`config.mk`:
```
export PLATFORM = sky130hd
export DESIGN_NAME = instruction_loader
export DESIGN_NICKNAME = d
export VERILOG_FILES = /design/src/rtl/instruction_loader.sv
export SDC_FILE = /design/constraint.sdc
export NUM_CORES = 1
export LEC_CHECK = 0
export ABC_CLOCK_PERIOD_IN_PS = 4400
export BUFFER_PORTS_ARGS = -buffer_cell sky130_fd_sc_hd__buf_2
export CAP_MARGIN = 0
export CORE_MARGIN = 10
export CORE_UTILIZATION = 30
export DETAILED_ROUTE_END_ITERATION = 16
export HOLD_SLACK_MARGIN = 0.05
export PLACE_DENSITY = 0.57
export SYNTH_ARGS = -nofsm -noshare
export SYNTH_HDL_FRONTEND = slang
export SYNTH_SLANG_ARGS = --single-unit
```
`constraint.sdc`:
```
create_clock -name clk -period 4.4 [get_ports clk]
set_input_delay 0.44 -clock clk [delete_from_list [all_inputs] [get_ports clk]]
set_output_delay 0.44 -clock clk [all_outputs]
set_load 0.01 [all_outputs]
```
`src/rtl/instruction_loader.sv`:
```
// Program loader: assembles MSB-first bytes from the UART into 32-bit words and
// writes them to instruction memory, holding the pipeline halted until done.
module instruction_loader #(
  parameter int                 NB_DATA    = 32,
  parameter int                 NB_ADDR    = 8,
  parameter logic [NB_DATA-1:0] END_MARKER = 32'hFFFF_FFFF
) (
  input  logic               clk,
  input  logic               i_rst_n,
  input  logic               i_start,
  input  logic               i_rx_valid,
  input  logic [7:0]         i_rx_data,
  output logic               o_we,
  output logic [31:0]        o_inst_addr,
  output logic [NB_DATA-1:0] o_instr_data,
  output logic               o_halt,
  output logic               o_load_done,
  output logic               o_full,
  output logic [NB_ADDR-2:0] o_word_count
);

  localparam int NB_COUNT  = NB_ADDR - 1;
  localparam int MAX_WORDS = 2 ** (NB_ADDR - 2);

  typedef enum logic [1:0] {IDLE, RECV, WRITE, RUN} state_e;

  state_e               state_q, state_d;
  logic [1:0]           byteCnt_q, byteCnt_d;
  logic [NB_DATA-1:0]   asm_q, asm_d;
  logic [NB_COUNT-1:0]  wordCount_q, wordCount_d;
  logic                 we_q, we_d;
  logic [31:0]          addr_q, addr_d;
  logic [NB_DATA-1:0]   data_q, data_d;
  logic                 halt_q, halt_d;
  logic                 done_q, done_d;
  logic                 full_q, full_d;
  logic                 accept;

  always_comb begin
    state_d     = state_q;
    byteCnt_d   = byteCnt_q;
    asm_d       = asm_q;
    wordCount_d = wordCount_q;
    full_d      = full_q;
    addr_d      = addr_q;
    data_d      = data_q;
    accept      = 1'b0;

    case (state_q)
      IDLE, RUN: begin
        if (i_start) begin
          state_d     = RECV;
          byteCnt_d   = 2'd0;
          wordCount_d = '0;
          full_d      = 1'b0;
        end
      end
      RECV: begin
        if (i_start) begin
          byteCnt_d   = 2'd0;
          wordCount_d = '0;
          full_d      = 1'b0;
        end else begin
          accept = i_rx_valid;
        end
      end
      WRITE: begin
        wordCount_d = wordCount_q + 1'b1;
        if (wordCount_q == NB_COUNT'(MAX_WORDS - 1)) begin
          state_d = RUN;
          full_d  = 1'b1;
        end else begin
          state_d = RECV;
          accept  = i_rx_valid;
        end
      end
      default: state_d = IDLE;
    endcase

    // The byte arriving during WRITE is always byte 0, so it never completes a word here.
    if (accept) begin
      asm_d     = {asm_q[NB_DATA-9:0], i_rx_data};
      byteCnt_d = byteCnt_q + 1'b1;
      if (byteCnt_q == 2'd3) begin
        state_d = (asm_d == END_MARKER) ? RUN : WRITE;
      end
    end

    we_d = (state_d == WRITE);
    if (we_d) begin
      addr_d = 32'({wordCount_q[NB_ADDR-3:0], 2'b00});
      data_d = asm_d;
    end
    halt_d = (state_d != RUN);
    done_d = (state_d == RUN) && (state_q != RUN);
  end

  always_ff @(posedge clk) begin
    if (!i_rst_n) begin
      state_q     <= IDLE;
      byteCnt_q   <= 2'd0;
      asm_q       <= '0;
      wordCount_q <= '0;
      we_q        <= 1'b0;
      addr_q      <= '0;
      data_q      <= '0;
      halt_q      <= 1'b1;
      done_q      <= 1'b0;
      full_q      <= 1'b0;
    end else begin
      state_q     <= state_d;
      byteCnt_q   <= byteCnt_d;
      asm_q       <= asm_d;
      wordCount_q <= wordCount_d;
      we_q        <= we_d;
      addr_q      <= addr_d;
      data_q      <= data_d;
      halt_q      <= halt_d;
      done_q      <= done_d;
      full_q      <= full_d;
    end
  end

  assign o_we         = we_q;
  assign o_inst_addr  = addr_q;
  assign o_instr_data = data_q;
  assign o_halt       = halt_q;
  assign o_load_done  = done_q;
  assign o_full       = full_q;
  assign o_word_count = wordCount_q;

endmodule

```
# Yosys cells after proc, flatten, opt, wreduce, memory -nomap -nowiden
# Cells that the tools add are included.
[word_totals] output_inout_bits=75 wordCells=50 register_bits=85
[op_classes] n_eq_ne=12 add_sub_neg=2 n_reduce_logical=8 mux=18
[op_table] operator="== test 32 bit, second input constant" count=1
[op_table] operator="2-to-1 mux 32 bit" count=1
[op_table] operator="2-to-1 mux 2 bit" count=7
[op_table] operator="one-hot mux 7 bit (2 select lines)" count=1
[op_table] operator="== test 2 bit, second input constant" count=5
[op_table] operator="adder 7 x 1 -> 7 bit, second input constant" count=1
[op_table] operator="== test 7 x 6 -> 1 bit, second input constant" count=1
[op_table] operator="2-to-1 mux 7 bit" count=1
[op_table] operator="!= test 2 bit, second input constant" count=3
[op_table] operator="2-to-1 mux 1 bit" count=5
[op_table] operator="one-hot mux 1 bit (2 select lines)" count=2
[op_table] operator="one-hot mux 2 bit (2 select lines)" count=1
[op_table] operator="AND reduction 2 bit" count=2
[op_table] operator="nonzero test 2 bit" count=2
[op_table] operator="OR reduction 3 bit" count=1
[op_table] operator="adder 2 x 1 -> 2 bit, second input constant" count=1
[op_table] operator="== test 2 x 1 -> 1 bit, second input constant" count=1
[op_table] operator="logical NOT 2 bit" count=1
[op_table] operator="!= test 2 x 1 -> 1 bit, second input constant" count=1
[op_table] operator="OR reduction 2 bit" count=1
[op_table] operator="logical AND 1 bit" count=1

# Longest topological paths before layout
# Gate-level depths: netlist (run 1).
[logic_depth] word_depth=7 depth_mapped=9 mapped_depth_nobuf=8

# Worst setup path before layout (run 1)
# OpenSTA, ideal clock, no wires.
[synth_timing] path_type="register to register" from="register state_q[0]" to="register data_q[10], in the netlist o_instr_data[10]" t_arrival_ps=2043 stages_incl_launch_ff=10 slack_ps=2286 n_path_buf=2 path_cell_list="dfxtp_1 -> inv_1 -> ha_1 -> nor2b_1 -> and3b_1 -> a22o_4 -> mux2i_2 -> buf_6 -> buf_12 -> mux2i_1"
[synth_via] elab_chain_cells=6 elab_cells_between_ends=12 classes_between="eq/ne (4); mux (6); reduce/logical (2)"
[synth_lines] item="start, declared" line_no="27" source="state_e state_q, state_d;"
[synth_lines] item="start signal, assigned" line_no="111" source="state_q <= state_d;"
[synth_lines] item="== test 2 bit / logical NOT 2 bit (equally long branches)" line_no="49" source="case (state_q)"
[synth_lines] item="OR reduction 2 bit" line_no="49"
[synth_lines] item="one-hot mux 2 bit (2 select lines)" line_no="49"
[synth_lines] item="2-to-1 mux 2 bit" line_no="84" source="if (byteCnt_q == 2'd3) begin"
[synth_lines] item="2-to-1 mux 2 bit" line_no="81" source="if (accept) begin"
[synth_lines] item="== test 2 bit" line_no="89" source="we_d = (state_d == WRITE);"
[synth_lines] item="end signal, assigned" line_no="117" source="data_q <= data_d;"
[synth_lines] item="end, declared" line_no="33" source="logic [NB_DATA-1:0] data_q, data_d;"
# Parallel ways exist; a longest one is shown, timed or not.
# A chain may end at the register's enable or synchronous reset.

# Worst setup path in the final report (run 1)
[layout_timing] from="register state_q[0]" to="register addr_q[6], in the netlist o_inst_addr[6]"
[layout_via] elab_chain_cells=6 elab_cells_between_ends=11 classes_between="eq/ne (4); mux (5); reduce/logical (2)"
[layout_lines] item="== test 2 bit / logical NOT 2 bit (equally long branches)" line_no="49"
[layout_lines] item="OR reduction 2 bit" line_no="49"
[layout_lines] item="one-hot mux 2 bit (2 select lines)" line_no="49"
[layout_lines] item="2-to-1 mux 2 bit" line_no="84"
[layout_lines] item="2-to-1 mux 2 bit (*)" line_no="81"
[layout_lines] item="== test 2 bit (*)" line_no="89"
[layout_lines] item="end signal, assigned" line_no="116" source="addr_q <= addr_d;"
[layout_lines] item="end, declared" line_no="32" source="logic [31:0] addr_q, addr_d;"
# Mark *: on every way between the ends. The rest lies on a longest branch, timed or not.

==> summary.md, run 1 <==
| Metric | Value |
|---|---|
| Outcome | finished clean |
| Overall die height | 133 µm |
| # diodes | 0 |
| Drt first pass iters | 4 |
| Die area | 17700 µm² |
| Post-synth ARST share | 0 |
| Yosys synthesis warning count | 0 |
| Initial DRC count | 52 |
| Post-CTS setup buffer count | 0 |
| Switching Fraction | 0.240 |
| GP Congestion | 0.783 |
| DRC viols | 0 |
| Slowest CP cell | buf_4 |
| CP Class | flip-flop to flip-flop |
| Final setup fails | 0 |
| Detail Route Antenna Nets | 0 |
| Dpl cell area | 4140 µm² |
| Post-synth EDFFs | 0 |
| Hold bufs inserted after CTS | 0 |
| Crit-path max cell delay | 0.56 ns |
| Seq/Total Area, Yosys | 0.444 |
| CP Capture Type | flip-flop |
| Syn Inst Count | 401 |
| Final Skew | 0.00749 ns |
| CTS Buf Count | 9 |
| Share of cells above drive strength 1 | 0.257 |
| Combinational Power Share | 0.035 |
| Worst EP required | 4.66 ns |
| Vias in the first global route | 2804 |
| Clk buf depth | 2 |
| Clock power frac | 0.466 |
| Cell family with most CP delay | buffers and inverters |
| Core area | 12600 µm² |
| Design area | 4420 µm² |
| Wire length per cell | 14.0 µm |
| Commonest cells after routing, fill and taps aside | nand2_1 (92), dfxtp_1 (85), buf_2 (60) |
| Worst-margin pin slew | 1.14 ns |
| HP Class | flip-flop to flip-flop |
| Resize count post-CTS | 0 |
| Commonest non-fill, non-tap cell in the layout | nand2_1 |
| First-pass GRT wire length | 14.4 mm |
| # port buffers | 60 |
| Synthesized area per cell | 9.55 µm² |
| Clock H-tree levels | 3 |
| Max Clk Rate | 379 MHz |
| CP arrival | 2.90 ns |
| Fin. max-slew vios | 0 |
| Skew-Pair Late Insertion Delay | 0.34 ns |
| Grt total ovfl | 0 |
| Pwr Density | 350 nW/µm² |
| Switch Pwr | 0.372 mW |
| Synthesized flop and latch total | 85 |
| Number of I/O pins | 87 |
| GRT Overall Usage | 0.100 |
| CP startpoint kind | flip-flop |
| Max VDD drop | 166 µV |
| Die width | 133 µm |
| Final hold viol count | 0 |
| Clock root buffer | clkbuf_16 |
| Initial Util | 0.305 |
| Unrepaired setup endpoints after global routing | false |
| Max-cap viol count | 0 |
| Via count | 2716 |
| Pint | 1.18 mW |
| Synth cell types | 39 |
| Leakage power | 2.34 nW |
| Worst Path Buf+Inv | 2 |
| Worst Path Max Fanout | 38 |
| Synth top area share | 0.444 |
| CTS tree | yes |
| Relative slew slack | 0.237 |
| Initial antenna violation count | 0 |
| Aggregate negative setup slack | 0 ns |
| NumNets Final | 473 |
| Vias/cell | 4.30 |
| Clock Pin Slew Worst Setup and Hold Paths | 0.07 ns |
| Cell chain of the critical path | inv_1 -> ha_1 -> nor2b_1 -> and3b_1 -> a22o_4 -> mux2i_4 -> buf_4 -> mux2i_1 |
| Synth Flop Type | dfxtp_1 |
| Post-DP HPWL | 6.58 mm |
| Largest net degree at the start of global routing | 40 |
| Ranking of synthesized cells by area | dfxtp_1 (44%), mux2i_1 (10%), nand2_1 (9.0%), mux2_4 (7.5%), buf_4 (5.3%) |
| Layout area overhead | 15.5% |
| Yosys top cell by area | dfxtp_1 |
| Minimum clock period | 2.64 ns |
| Total clock sinks | 85 |
| Post-Synthesis Cell Area | 3830 µm² |
| Routed Wire Length | 8.84 mm |
| Site row count | 41 |
| Flop pwr share | 0.499 |
| Crit share post-route | 0.599 |
registers in the layout (all words and copies together) (netlist names):
name,count
state_q,2
byteCnt_q,2
o_instr_data,32
o_we,1
o_load_done,1
o_halt,1
o_word_count,7
o_inst_addr,6
o_full,1
asm_q,32
stage by stage:
step / hold slack, ns / cells / worst slack (ns) / util / total power [mW]
3_3_place_gp: 0.444 / 616 / 1.90 / 0.329 / 0.842
5_1_grt: 0.464 / 632 / 1.62 / 0.352 / 1.61
2_1_floorplan: 0.452 / 426 / 2.29 / - / 0.846
4_1_cts: 0.453 / 632 / 1.76 / 0.352 / 1.57
6_report: 0.457 / 632 / 1.76 / 0.352 / 1.55
3_5_place_dp: 0.449 / 616 / 1.79 / 0.329 / 0.843
worst register-to-register path, delay by kind of cell (launching register included):
kind | cells | cell delay, ns
compound gates | 1 | 0.18
fa+ha+maj | 1 | 0.32
buf+inv | 2 | 0.63
flops | 1 | 0.43
mux | 2 | 0.51
simple gates | 2 | 0.49
per-layer routing:
| metal | track usage | part of all wire | up-vias |
|---|---|---|---|
| met5 | 0 | 0 | - |
| met4 | 0.0275 | 0.010 | 0 |
| met3 | 0.0416 | 0.062 | 9 |
| met2 | 0.167 | 0.48 | 68 |
| met1 | 0.115 | 0.45 | 1279 |
| li1 | - | - | 1360 |
logic make-up after synthesis:
logic type	synth area share
adder cells (fa/ha/maj)	0.0196
flip-flops	0.444
buffers and inverters	0.125
other	0.000979
XOR/XNOR	0.00229
multiplexers	0.221
AND/OR/NAND/NOR	0.150
AO/OA/AOI/OAI	0.0359
cell usage after synthesis, types with 2 or more instances:
master / n
nor2_1: 7
mux2i_1: 40
clkbuf_1: 12
buf_12: 2
nand2_1: 92
a21oi_1: 9
nand4_1: 10
a211oi_1: 2
dfxtp_1: 85
mux2_2: 13
nor2b_1: 2
o21ai_0: 3
mux2_4: 19
nor4_1: 2
buf_6: 4
and3_1: 3
inv_1: 38
nor3b_1: 3
ha_1: 6
buf_4: 27
nand3_1: 4
power groups by stage:
stage                     logic, mW  clock network [mW]  registers [mW]
final                        0.0537               0.722           0.773
after global routing         0.0601               0.774           0.773
after CTS                    0.0525               0.744           0.773
after global placement       0.0514                   0           0.790
after floorplan              0.0560                   0           0.790
after detailed placement     0.0523                   0           0.790
final cells by class:
| type | count | area (µm²) |
|---|---|---|
| fill | 1326 | 8150 |
| multi-input combinational | 257 | 1750 |
| sequential | 85 | 1700 |
| timing repair buffer | 64 | 330 |
| clock buffer | 9 | 225 |
| tap | 172 | 215 |
| inverter | 38 | 143 |
| clock inverter | 7 | 57.6 |
worst paths after layout:
path	cells past startpoint	startpoint	to	slack, ns
worst min register to register	2	o_instr_data[12]$_SDFFE_PN0N_	o_instr_data[12]$_SDFFE_PN0N_	0.46
worst max register to register	8	state_q[0]$_SDFF_PN0_	o_inst_addr[6]$_SDFFE_PN0N_	1.76
worst max-delay path	8	state_q[0]$_SDFF_PN0_	o_inst_addr[6]$_SDFFE_PN0N_	1.76
worst min-delay path	2	o_instr_data[12]$_SDFFE_PN0N_	o_instr_data[12]$_SDFFE_PN0N_	0.46
Power figures use the tool's default switching activity.
==> run 2: changes to the inputs <==
--- a/config.mk
+++ b/config.mk
@@ -5,7 +5,8 @@
 export SDC_FILE = /design/constraint.sdc
 export NUM_CORES = 1
 export LEC_CHECK = 0
-export ABC_CLOCK_PERIOD_IN_PS = 4400
+export ABC_AREA = 1
+export ABC_CLOCK_PERIOD_IN_PS = 2500
 export BUFFER_PORTS_ARGS = -buffer_cell sky130_fd_sc_hd__buf_2
 export CAP_MARGIN = 0
 export CORE_MARGIN = 10
==> constraint.sdc (replaced) <==
create_clock -name clk -period 2.5 [get_ports clk]
set_input_delay 0.25 -clock clk [delete_from_list [all_inputs] [get_ports clk]]
set_output_delay 0.25 -clock clk [all_outputs]
set_load 0.01 [all_outputs]
==> run 2 against run 1 <==
Via count up 21%. Critical path depth is 3 higher. Clock power up 86%. Sequential cell count did not move. Clock-buffer cell count is the same. Worst setup slack got worse by 1.4 ns. Largest power group unchanged. Wire length up 4.8%. Fmax up 26%. Sequential power grew 77%.
==> summary.md, run 2 <==
| Metric | Value |
|---|---|
| Clock Pin Slew Worst Setup and Hold Paths | 0.07 ns (about the same) |
| DRC viols | 0 (unchanged) |
| Fin. max-slew vios | 0 (unchanged) |
| Grt total ovfl | 0 (unchanged) |
| Worst reg2reg path depth | 11 (+3) |
| Worst Path Buf+Inv | 3 (+1) |
| Post-DP HPWL | 6.72 mm (+2.1%) |
| CP startpoint kind | flip-flop |
| Resize count post-CTS | 0 (unchanged) |
| Detail Route Antenna Nets | 0 (unchanged) |
| Max-cap viol count | 0 (unchanged) |
| Worst EP required | 2.74 ns (-1.92 ns) |
| Yosys synthesis warning count | 0 (unchanged) |
| Die area | 18200 µm² (+2.7%) |
| NumNets Final | 602 (+27%) |
| Clk buf depth | 2 (unchanged) |
| Number of I/O pins | 87 (unchanged) |
| Die width | 135 µm (+1.4%) |
| Crit share post-route | 0.840 (+0.241) |
| HP Class | primary input to flip-flop |
| Slowest CP cell | dfxtp_1 |
| Synth top area share | 0.431 (-0.0139) |
| WP depth | 11 (+3) |
| Layout area overhead | 15.4% (about the same) |
| Total clock sinks | 85 (unchanged) |
| Worst Path Max Fanout | 42 (+11%) |
| Cell family with most CP delay | simple AND/OR/NAND/NOR gates |
| Core area | 12800 µm² (+1.6%) |
| Post-synth EDFFs | 0 (unchanged) |
| Commonest cells after routing, fill and taps aside | nand2_1 (102), nor2_1 (87), dfxtp_1 (85) |
| Most frequent cell after synthesis | nand2_1 |
| CP Class | flip-flop to flip-flop |
| Share of cells above drive strength 1 | 0.189 (-0.0677) |
| Synth Flop Type | dfxtp_1 |
| CTS tree | yes |
| Synthesized flop and latch total | 85 (unchanged) |
| Post-Synthesis Cell Area | 3950 µm² (+3.2%) |
| Vias/cell | 4.34 (+0.92%) |
| Initial Util | 0.309 (+0.00480) |
| Leakage power | 2.08 nW (-11%) |
| Switch Pwr | 0.734 mW (+97%) |
| Critical Path End | o_instr_data[11]$_SDFFE_PN0N_ |
| Via count | 3296 (+21%) |
| Reg2reg end | o_instr_data[11]$_SDFFE_PN0N_ |
| Drt first pass iters | 4 (unchanged) |
| Max VDD drop | 306 µV (+85%) |
| Post-CTS setup buffer count | 0 (unchanged) |
| Routed Wire Length | 9.27 mm (+4.8%) |
| Cell chain of the critical path | inv_1 -> ha_1 -> nor2_2 -> inv_1 -> a21oi_2 -> nand3_1 -> nand2_4 -> buf_12 -> nand3_1 -> nand2_1 -> nor2_1 |
| Hold bufs inserted after CTS | 0 (unchanged) |
| CTS Buf Count | 9 (unchanged) |
| Post-synth ARST share | 0 (unchanged) |
| First-pass GRT wire length | 15.7 mm (+8.7%) |
| Switching Fraction | 0.249 (+0.00919) |
| Yosys top cell by area | dfxtp_1 |
| Overall die height | 135 µm (+1.4%) |
| Commonest non-fill, non-tap cell in the layout | nand2_1 |
| Minimum clock period | 2.10 ns (-0.537 ns) |
| Outcome | finished clean |
| Final Skew | 0.0114 ns (+0.00390 ns) |
| Clock root buffer | clkbuf_16 |
| Skew-Pair Late Insertion Delay | 0.34 ns (about the same) |
| Max Clk Rate | 476 MHz (+26%) |
| Worst Setup SP | state_q[0]$_SDFF_PN0_ |
| CP arrival | 2.34 ns (-0.56 ns) |
| Seq/Total Area, Yosys | 0.431 (-0.0139) |
| R2R Path Start | state_q[0]$_SDFF_PN0_ |
| Unrepaired setup endpoints after global routing | false |
| Initial antenna violation count | 0 (unchanged) |
| Design area | 4560 µm² (+3.1%) |
| Final setup fails | 0 (unchanged) |
| Combinational Power Share | 0.078 (+0.043) |
| # diodes | 0 (unchanged) |
| Dpl cell area | 4260 µm² (+3.0%) |
| Fin Hold WS | 0.185 ns (-0.272 ns) |
| Initial DRC count | 171 (+230%) |
| Top post-synthesis cells by count | nand2_1 (102), nor2_1 (87), dfxtp_1 (85) |
| Wire length per cell | 12.2 µm (-13%) |
| GP Congestion | 0.765 (-2.4%) |
| Clock H-tree levels | 3 (unchanged) |
| Pwr Density | 645 nW/µm² (+84%) |
| # port buffers | 60 (unchanged) |
| Ranking of synthesized cells by area | dfxtp_1 (43%), nand2_1 (9.7%), nor2_1 (8.3%), nand3_1 (5.2%), buf_4 (4.9%) |
| Syn Inst Count | 538 (+34%) |
| Largest net degree at the start of global routing | 43 (+7.5%) |
| Synth cell types | 30 (-23%) |
| Site row count | 41 (unchanged) |
| FF-to-FF setup slack | 0.40 ns (-1.36 ns) |
| GRT Overall Usage | 0.105 (+0.00497) |
| Clock power frac | 0.455 (-0.011) |
| Crit-path max cell delay | 0.40 ns (-0.16 ns) |
| Vias in the first global route | 3239 (+16%) |
| Aggregate negative setup slack | 0 ns (unchanged) |
| Hold Crit Depth | 3 (+1) |
| Synthesized area per cell | 7.35 µm² (-23%) |
| CP Capture Type | flip-flop |
| Flop pwr share | 0.467 (-0.032) |
| Pint | 2.21 mW (+88%) |
| Final hold viol count | 0 (unchanged) |
==> run 2: logic make-up (layout without fill, tap and decap cells) <==
kind of cell               after synthesis  count (layout)  share of synthesized area
buffers and inverters                  110             135                      0.156
other                                    1              26                   0.000949
and+or+nand+nor                        246             246                      0.263
DFF                                     85              85                      0.431
adders and majority gates                6               6                     0.0190
AOI/OAI and AO/OA                       90              90                      0.131
==> run 2: tightest hold or removal path: cells and delay by family <==
family | cells | cell delay [ns]
compound gates | 1 | 0.08
buf+inv | 1 | 0.09
simple gates | 1 | 0.08
==> run 2: power by group through the flow <==
stage               Clock (mW)  Sequential [mW]  Combinational, mW
CTS                       1.38             1.37              0.233
detailed placement           0             1.40              0.232
finish                    1.34             1.37              0.231
global route              1.43             1.37              0.261
floorplan                    0             1.40              0.218
global placement             0             1.40              0.230
==> run 2: metrics by stage <==
stage | power, mW | setup WS, ns | std cells | utilization
floorplan | 1.62 | 0.686 | 563 | -
global placement | 1.63 | 0.471 | 745 | 0.334
detailed placement | 1.64 | 0.408 | 745 | 0.334
CTS | 2.98 | 0.395 | 760 | 0.357
global route | 3.07 | 0.198 | 760 | 0.357
finish | 2.94 | 0.400 | 760 | 0.357
==> run 2: cell type report <==
type	instances	area [µm²]
Multi-Input combinational cell	368	1730
Clock inverter	6	71.3
Sequential cell	85	1700
Inverter	52	195
Tap cell	172	215
Fill cell	1370	8210
Timing Repair Buffer	68	423
Clock buffer	9	225
==> run 2: worst min-delay path by stage <==
stage / slack (ns) / start / to
floorplan: 0.41 / i_rx_data[6] / asm_q[6]$_SDFF_PN0_
global placement: 0.44 / byteCnt_q[0]$_SDFFE_PN0P_ / byteCnt_q[0]$_SDFFE_PN0P_
detailed placement: 0.44 / o_full$_SDFFE_PN0P_ / o_full$_SDFFE_PN0P_
CTS: 0.18 / i_rx_data[6] / asm_q[6]$_SDFF_PN0_
global route: 0.20 / i_rx_data[6] / asm_q[6]$_SDFF_PN0_
finish: 0.18 / i_rx_data[7] / asm_q[7]$_SDFF_PN0_
==> run 2: routing by layer <==
layer / vias up / global-route usage / wire, µm
met5: - / 0 / 0
met4: 0 / 0.0417 / 124
met3: 11 / 0.0312 / 528
met2: 68 / 0.165 / 4270
met1: 1479 / 0.132 / 4340
li1: 1738 / - / -
==> run 3: changes to the inputs <==
--- a/config.mk
+++ b/config.mk
@@ -6,7 +6,7 @@
 export NUM_CORES = 1
 export LEC_CHECK = 0
 export ABC_AREA = 1
-export ABC_CLOCK_PERIOD_IN_PS = 2500
+export ABC_CLOCK_PERIOD_IN_PS = 2050
 export BUFFER_PORTS_ARGS = -buffer_cell sky130_fd_sc_hd__buf_2
 export CAP_MARGIN = 0
 export CORE_MARGIN = 10
==> constraint.sdc (replaced) <==
create_clock -name clk -period 2.05 [get_ports clk]
set_input_delay 0.205 -clock clk [delete_from_list [all_inputs] [get_ports clk]]
set_output_delay 0.205 -clock clk [all_outputs]
set_load 0.01 [all_outputs]
==> run 3 against run 2 <==
Worst setup slack worse by 0.25 ns. Die area stayed put. Clock-buffer cell count is 5 higher. Critical path type unchanged. Total power is 22% higher. Sequential share of layout area is 0.32 points lower. First-iteration DRC count is 6.4% lower. Fmax is 10% higher. Sequential cell count stayed put. Clock power is 21% higher. Sequential power is 22% higher. Design area is 0.88% higher.
==> summary.md, run 3 (synthesis results as in run 2) <==
| Metric | Value |
|---|---|
| NumNets Final | 604 (+0.33%) |
| # port buffers | 60 (unchanged) |
| Post-CTS setup buffer count | 0 (unchanged) |
| Routed Wire Length | 9.46 mm (+2.1%) |
| Slowest CP cell | dfxtp_1 |
| Worst EP required | 2.28 ns (-0.46 ns) |
| Worst Path Max Fanout | 42 (unchanged) |
| DRC viols | 0 (unchanged) |
| Post-route core utilization | 0.360 (+0.00313) |
| Outcome | finished clean |
| Minimum clock period | 1.90 ns (-0.198 ns) |
| Worst reg2reg path depth | 11 (unchanged) |
| Site row count | 41 (unchanged) |
| Commonest cells after routing, fill and taps aside | nand2_1 (102), nor2_1 (86), dfxtp_1 (85) |
| Fillers | 1399 (+2.1%) |
| CP Class | flip-flop to flip-flop |
| FF-to-FF setup slack | 0.15 ns (-0.25 ns) |
| Met2 WL | 4.42 mm (+3.4%) |
| Initial antenna violation count | 0 (unchanged) |
| DRT met1 WL | 4.29 mm (-1.1%) |
| Share of cells above drive strength 1 | 0.190 (+0.00105) |
| Initial DRC count | 160 (-6.4%) |
| Overall power | 3.58 mW (+22%) |
| Worst Path Buf+Inv | 3 (unchanged) |
| CTS tree | yes |
| Via count | 3311 (+0.46%) |
| DR top layer | met4 |
| Wire length per cell | 12.4 µm (+1.8%) |
| Met3 WL post-DR | 654 µm (+24%) |
| Layout area overhead | 16.4% |
| Reg2reg end | o_instr_data[15]$_SDFFE_PN0N_ |
| Cell chain of the critical path | inv_1 -> ha_2 -> nor2_4 -> inv_1 -> a21oi_2 -> nand3_1 -> nand2_4 -> buf_12 -> nand3_1 -> nand2_1 -> nor2_1 |
| CP startpoint kind | flip-flop |
| Critical Path End | o_instr_data[15]$_SDFFE_PN0N_ |
| Grt total ovfl | 0 (unchanged) |
| FF/Latch Area | 1700 µm² (unchanged) |
| GP Congestion | 0.790 (+3.3%) |
| Overall die height | 135 µm (unchanged) |
| Hold bufs inserted after CTS | 0 (unchanged) |
| CP arrival | 2.13 ns (-0.21 ns) |
| Crit-path max cell delay | 0.33 ns (-0.07 ns) |
| Max VDD drop | 386 µV (+26%) |
| Pwr Density | 779 nW/µm² (+21%) |
| Largest net degree at the start of global routing | 67 (+56%) |
| Clock H-tree levels | 3 (unchanged) |
| Commonest non-fill, non-tap cell in the layout | nand2_1 |
| Number of I/O pins | 87 (unchanged) |
| Cell family with most CP delay | simple AND/OR/NAND/NOR gates |
| Clock Pin Slew Worst Setup and Hold Paths | 0.06 ns (about the same) |
| Drt first pass iters | 4 (unchanged) |
| Crit share post-route | 0.928 (+0.0878) |
| HP Class | primary input to flip-flop |
| Aggregate negative setup slack | 0 ns (unchanged) |
| Post-DP HPWL | 6.61 mm (-1.5%) |
| GRT Overall Usage | 0.104 (-0.00139) |
| Max-cap viol count | 0 (unchanged) |
| Detail Route Antenna Nets | 0 (unchanged) |
| Vias/cell | 4.35 (+0.19%) |
| Multi-input logic area | 1740 µm² (+0.58%) |
| Fin Hold WS | 0.156 ns (-0.0284 ns) |
| Die area | 18200 µm² (unchanged) |
| CP Capture Type | flip-flop |
| Die width | 135 µm (unchanged) |
| # diodes | 0 (unchanged) |
| Total clock sinks | 85 (unchanged) |
| Final Skew | 0.00610 ns (-0.00530 ns) |
| Worst Setup SP | state_q[0]$_SDFF_PN0_ |
| Clock root buffer | clkbuf_16 |
| Vias in the first global route | 3263 (+0.74%) |
| Final WS setup | 0.148 ns (-0.252 ns) |
| Clk buf depth | 2 (unchanged) |
| Skew-Pair Late Insertion Delay | 0.33 ns (about the same) |
| Fin. max-slew vios | 0 (unchanged) |
| R2R Path Start | state_q[0]$_SDFF_PN0_ |
| Leakage power | 2.10 nW (+1.1%) |
| Setup WS pre-CTS | 0.0482 ns (-0.360 ns) |
| WP depth | 11 (unchanged) |
| Initial Util | 0.309 (unchanged) |
| Core area | 12800 µm² (unchanged) |
| First-pass GRT wire length | 15.6 mm (-0.17%) |
| Final hold viol count | 0 (unchanged) |
| Final setup fails | 0 (unchanged) |
| Max Clk Rate | 526 MHz (+10%) |
| CTS Buf Count | 9 (unchanged) |
## run 3: changes by cell type in the layout (fill, tap and decap cells not counted), moves of 2 or more
cell	before	now
clkbuf_8	0	2
clkinvlp_4	2	0
clkbuf_1	0	3
inv_6	2	0
## run 3: worst register-to-register path, cell delays in order, from the launching register on
cell and delay [ns]:
dfxtp_1 0.33, inv_1 0.06, ha_2 0.32, nor2_4 0.18, inv_1 0.07, a21oi_2 0.14, nand3_1 0.13, nand2_4 0.11
buf_12 0.22, nand3_1 0.13, nand2_1 0.08, nor2_1 0.04
## run 3: final cells by class
| cell class | count | share of cell area |
|---|---|---|
| inverters | 52 | 0.0424 |
| clock buffers | 14 | 0.0574 |
| well taps | 172 | 0.0468 |
| multi-input cells | 368 | 0.378 |
| flip-flops and latches | 85 | 0.370 |
| repair buffers | 70 | 0.0990 |
| clock inverters | 1 | 0.00653 |
## run 3: how the worst min path moves through the flow
stage | cells after the start | slack [ns] | startpoint | end
2_1_floorplan | 2 | 0.37 | i_rx_data[6] | asm_q[6]$_SDFF_PN0_
3_3_place_gp | 1 | 0.44 | byteCnt_q[0]$_SDFFE_PN0P_ | byteCnt_q[0]$_SDFFE_PN0P_
3_5_place_dp | 2 | 0.44 | o_full$_SDFFE_PN0P_ | o_full$_SDFFE_PN0P_
4_1_cts | 3 | 0.14 | i_rx_data[6] | asm_q[6]$_SDFF_PN0_
5_1_grt | 3 | 0.18 | i_rx_data[2] | asm_q[2]$_SDFF_PN0_
6_report | 3 | 0.16 | i_rx_data[6] | asm_q[6]$_SDFF_PN0_
## run 3: what timing repair did
item,4_1_cts,5_1_grt
endpoints found under the hold margin,0,0
resized for setup,0,3
setup endpoints to repair,0,40
## run 3: per-stage QoR
stage / cells / cell area [µm²]
global placement: 746 / 4270
floorplan: 563 / 4050
CTS: 761 / 4570
detailed placement: 746 / 4270
global route: 762 / 4600
finish: 762 / 4600
## run 3: routing by layer
layer,global-route usage,up-vias
met5,0,-
met4,0.0351,0
met3,0.0352,10
met2,0.168,79
met1,0.125,1478
li1,-,1744
## run 3: power breakdown
group          internal [mW]  switching [mW]  total (mW)
clock network           1.01           0.613        1.62
registers               1.67         0.00893        1.67
logic                 0.0874           0.204       0.292
